`config.mk`:
```
export PLATFORM = sky130hd
export DESIGN_NAME = ser_deframer
export DESIGN_NICKNAME = d
export VERILOG_FILES = /design/src/rtl/ser_pkg.sv /design/src/rtl/ser_shift_in.sv /design/src/rtl/ser_deframer.sv
export SDC_FILE = /design/constraint.sdc
export NUM_CORES = 1
export LEC_CHECK = 0
export ABC_AREA = 0
export BUFFER_PORTS_ARGS = -buffer_cell sky130_fd_sc_hd__buf_2
export CAP_MARGIN = 30
export CORE_AREA = 2 2 39 41
export DETAILED_ROUTE_END_ITERATION = 16
export DIE_AREA = 0 0 41 43
export PLACE_DENSITY = 0.74
export SLEW_MARGIN = 20
export SYNTH_ARGS = -nofsm -noshare
export SYNTH_HDL_FRONTEND = slang
export SYNTH_HIERARCHICAL = 1
export SYNTH_SLANG_ARGS = --single-unit
export TNS_END_PERCENT = 20
```
`constraint.sdc`:
```
create_clock -name clock -period 1.96 [get_ports clock]
set_input_delay 0.196 -clock clock [delete_from_list [all_inputs] [get_ports clock]]
set_output_delay 0.196 -clock clock [all_outputs]
set_load 0.05 [all_outputs]
```
`src/rtl/ser_pkg.sv`:
```
// Framing definitions shared by the serializer and the deframer so both ends
// agree on start/stop/idle levels and on the receive FSM encoding.
package ser_pkg;

  typedef enum logic [1:0] {
    IDLE  = 2'd0,
    SHIFT = 2'd1,
    STOP  = 2'd2
  } state_e;

  localparam logic START_BIT  = 1'b1;
  localparam logic STOP_BIT   = 1'b0;
  localparam logic IDLE_LEVEL = 1'b0;

endpackage

```
`src/rtl/ser_shift_in.sv`:
```
// Right-shifting receive register: new bits enter at the MSB, so after WIDTH
// shifts of an LSB-first stream bit 0 holds the first bit received.
module ser_shift_in #(
  parameter int unsigned WIDTH = 4
) (
  input  logic             clock,
  input  logic             reset,
  input  logic             shift_en,
  input  logic             serial_in,
  output logic [WIDTH-1:0] parallel_out
);

  logic [WIDTH-1:0] shreg_d;
  logic [WIDTH-1:0] shreg_q;

  always_comb begin
    shreg_d = shreg_q;
    if (shift_en) begin
      shreg_d = {serial_in, shreg_q[WIDTH-1:1]};
    end else begin
      shreg_d = shreg_q;
    end
  end

  always_ff @(posedge clock) begin
    if (reset) begin
      shreg_q <= '0;
    end else begin
      shreg_q <= shreg_d;
    end
  end

  assign parallel_out = shreg_q;

endmodule

```
`src/rtl/ser_deframer.sv`:
```
// Serial frame receiver: start bit, word_size LSB-first data bits, stop bit,
// delivered through a one-entry valid/ready buffer with error/overrun flags.
module ser_deframer
  import ser_pkg::*;
#(
  parameter int unsigned word_size = 4,
  parameter int unsigned CNT_W     = $clog2(word_size)
) (
  input  logic                 clock,
  input  logic                 reset,
  input  logic                 Data_in,
  output logic [word_size-1:0] Data_out,
  output logic                 out_valid,
  input  logic                 out_ready,
  output logic                 frame_err,
  output logic                 overrun
);

  localparam logic [CNT_W-1:0] LAST_CNT = CNT_W'(word_size - 1);
  localparam logic [CNT_W-1:0] CNT_ONE  = CNT_W'(1);

  state_e               state_d, state_q;
  logic [CNT_W-1:0]     cnt_d, cnt_q;
  logic [word_size-1:0] data_d, data_q;
  logic                 valid_d, valid_q;
  logic                 ferr_d, ferr_q;
  logic                 ovr_d, ovr_q;
  logic                 shift_en;
  logic [word_size-1:0] shreg;

  ser_shift_in #(.WIDTH(word_size)) u_shift_in (
    .clock        (clock),
    .reset        (reset),
    .shift_en     (shift_en),
    .serial_in    (Data_in),
    .parallel_out (shreg)
  );

  always_comb begin
    state_d  = state_q;
    cnt_d    = cnt_q;
    data_d   = data_q;
    ferr_d   = 1'b0;
    ovr_d    = ovr_q;
    shift_en = 1'b0;
    // Consumption first; a load in STOP below overrides it on the same edge.
    if (valid_q && out_ready) begin
      valid_d = 1'b0;
    end else begin
      valid_d = valid_q;
    end

    case (state_q)
      IDLE: begin
        if (Data_in == START_BIT) begin
          state_d = SHIFT;
          cnt_d   = '0;
        end else begin
          state_d = IDLE;
        end
      end
      SHIFT: begin
        shift_en = 1'b1;
        cnt_d    = cnt_q + CNT_ONE;
        if (cnt_q == LAST_CNT) begin
          state_d = STOP;
          cnt_d   = '0;
        end else begin
          state_d = SHIFT;
        end
      end
      STOP: begin
        state_d = IDLE;
        if (Data_in != STOP_BIT) begin
          ferr_d = 1'b1;
        end else if (!valid_q || out_ready) begin
          data_d  = shreg;
          valid_d = 1'b1;
        end else begin
          ovr_d = 1'b1;
        end
      end
      default: begin
        state_d = IDLE;
        cnt_d   = '0;
      end
    endcase
  end

  always_ff @(posedge clock) begin
    if (reset) begin
      state_q <= IDLE;
      cnt_q   <= '0;
      data_q  <= '0;
      valid_q <= 1'b0;
      ferr_q  <= 1'b0;
      ovr_q   <= 1'b0;
    end else begin
      state_q <= state_d;
      cnt_q   <= cnt_d;
      data_q  <= data_d;
      valid_q <= valid_d;
      ferr_q  <= ferr_d;
      ovr_q   <= ovr_d;
    end
  end

  assign Data_out  = data_q;
  assign out_valid = valid_q;
  assign frame_err = ferr_q;
  assign overrun   = ovr_q;

endmodule

```
==> results.json <==
{
  "synth.distinct_cells": 22,
  "routedWlPerCell_um": 11.4,
  "synth.avg_cell_area_um2": 9.72,
  "dieArea_mm2": 0.00176,
  "r2r_slack_ns": 0.42,
  "hp-class": "in2reg",
  "antenna_found_initial": 0,
  "grt_max_degree": 16,
  "n_antenna_cell": 0,
  "drc": 0,
  "critPathLaunch": "state_q[1]",
  "cp_max_fo": 9,
  "track_usage_pct": 12.8,
  "gp_congestion": 0.705,
  "numCtsBuffers": 3,
  "crit_cells": 3,
  "num_rows": 14,
  "syn_inst": 60,
  "worstPathRequired_ns": 2.16,
  "cts_sinks": 15,
  "drt-initial-drc-count": 4,
  "root_buffer": "clkbuf_4",
  "core_mm2": 0.00138,
  "critical-path-max-stage-delay_ns": 0.49,
  "hold_ws_ns": 0.194,
  "cp-end-kind": "flip-flop",
  "synth_edf_count": 0,
  "p_per_area_mw_per_mm2": 767,
  "synth_ff_type": "dfxtp_1",
  "yosys_warnings": 6,
  "holdBufCountCts": 0,
  "cp.arrival_ns": 1.73,
  "worstSetupStartpointType": "flip-flop",
  "start_util_pct": 42.1,
  "nets": 77,
  "first_global_vias": 373,
  "r2r_start": "state_q[1]",
  "post_cts_buffers": 0,
  "die_x_um": 41,
  "fmax_mhz": 651,
  "cp_cell_sequence": "or3b_1 > or3b_1 > a21oi_1",
  "netlist_area_um2": 583,
  "drive_above_1_share_pct": 19.7,
  "grt_pass1_wl_um": 1510,
  "r2r_end": "Data_out[3]",
  "dpl.hpwl_um": 708,
  "cp_num_buf_inv": 0,
  "worst_slack_ns": 0.424,
  "ys_seq_area_share_pct": 51.5,
  "io_pins": 11,
  "cp-endpoint": "Data_out[3]",
  "path_clk_slew_ns": 0.08,
  "finalCritPeriodShare_pct": 78.3,
  "status": "completed",
  "skew_ns": 0.00205,
  "io_buffer_count": 10,
  "synth_nets": 65,
  "worst_pin_slew_ns": 0.515,
  "worst_path_max_delay_cell": "or3b_1",
  "setup_violations": 0,
  "pre_cts_slack_ns": 0.448,
  "cts_tree": "yes",
  "syn_to_final_growth_pct": 14.2,
  "dr.pass1.iters": 4,
  "clock_latency_ns": 0.27,
  "via_count": 432,
  "route.final.wire_length_um": 993,
  "cts_resized": 0,
  "grt-ovfl-total": 0,
  "cap_violations": 0,
  "p_leak_uw": 0.000273,
  "async_reset_ff_share_pct": 0,
  "ys_seq_elements": 15,
  "r2r_cells": 3,
  "cts.path.max_buffers": 2,
  "period_needed_ns": 1.54,
  "vdd_drop_max_mv": 0.289,
  "hold_viol": 0,
  "cpMostUsedCell": "or3b_1",
  "ant_nets": 0,
  "slew_headroom_pct": 65.6,
  "crit_type": "reg2reg",
  "rsz0062_at_grt": "no",
  "final.setup.tns_ns": 0,
  "final_max_slew_viol_count": 0,
  "viasPerCell": 4.97,
  "die_h_um": 43,
  "cts-htree-levels": 1,
  "path_delay_family": "simple AND/OR/NAND/NOR gates"
}
cell families after synthesis:
| kind of cell | count (synthesis) | share of synthesized area, % |
|---|---|---|
| and+or+nand+nor | 21 | 22.3 |
| DFF | 15 | 51.5 |
| AOI/OAI and AO/OA | 12 | 11.2 |
| buffers and inverters | 6 | 4.29 |
| muxes | 5 | 8.58 |
| adders and majority gates | 1 | 2.15 |
metrics by stage:
step                      instances  utilization [%]  instance area [µm²]  total power, µW
final                            87             48.1                  666              510
after global placement           83             46.2                  639              351
after detailed placement         83             46.2                  639              351
after global routing             87             48.1                  666              540
after CTS                        87             48.1                  666              519
after floorplan                  60                -                  583              343
worst min path at each step:
stage	endpoint	slack, ns	cells after the start	startpoint
final	out_valid	0.19	3	out_ready
after global routing	out_valid	0.20	3	out_ready
after CTS	out_valid	0.19	3	out_ready
after detailed placement	Data_out[0]	0.47	2	Data_out[0]
after global placement	overrun	0.46	2	overrun
after floorplan	u_shift_in/parallel_out[0]	0.27	1	reset
report_power, final:
| part | leakage (µW) | total [µW] | switching [µW] | internal (µW) |
|---|---|---|---|---|
| logic | 0.000136 | 29.1 | 16.8 | 12.3 |
| clock network | 0.0000150 | 166 | 87.4 | 78.8 |
| registers | 0.000122 | 315 | 4.95 | 310 |
| total | 0.000273 | 510 | 109 | 401 |
area by class of cell:
class | instances | area [µm²]
fillers | 132 | 718
flip-flops and latches | 15 | 300
multi-input cells | 39 | 258
repair buffers | 10 | 50.0
clock buffers | 4 | 26.3
well taps | 16 | 20.0
inverters | 3 | 11.3
cell usage after synthesis (2+ instances only):
cell type / number / share of area [%]
mux2i_1: 5 / 8.6
nand2b_1: 2 / 2.1
a21oi_1: 6 / 5.2
or3b_1: 5 / 7.5
o21ai_1: 4 / 3.4
inv_1: 2 / 1.3
nor2_1: 6 / 3.9
dfxtp_1: 15 / 52
nor4b_1: 2 / 3.0
flip-flops by register name, summed over array words and instances, names as in the netlist:
signal	cells
frame_err	1
overrun	1
u_shift_in/parallel_out	4
state_q	2
Data_out	4
out_valid	1
cnt_q	2
cells in the final DEF, fill, tap and decap left out:
cell	Yosys	layout
nand2_1	1	1
dfxtp_1	15	15
mux2i_1	5	5
nor4b_1	2	2
clkbuf_4	0	3
nor4_1	1	1
inv_2	1	1
inv_1	2	2
clkbuf_1	1	1
a21oi_1	6	6
a41oi_1	1	1
o21ai_1	4	4
or3b_1	5	5
nor2b_1	1	1
nor3_1	1	1
nor2_1	6	6
nand3_1	1	1
nand2b_1	2	2
a31oi_1	1	1
ha_1	1	1
and2b_1	1	1
buf_2	1	10
worst min-delay path, cell delays in order:
cell	delay, ns
buf_2	0.08
nand2b_1	0.09
a21oi_1	0.06
routing by layer:
| metal | share of wire, % | up-vias | track usage [%] |
|---|---|---|---|
| met5 | 0 | - | 0 |
| met4 | 0 | 0 | 6.00 |
| met1 | 44 | 187 | 14.5 |
| li1 | - | 236 | - |
| met2 | 53 | 9 | 20.9 |
| met3 | 2.9 | 0 | 3.14 |
Note: power is estimated with default switching activity, not from simulation.
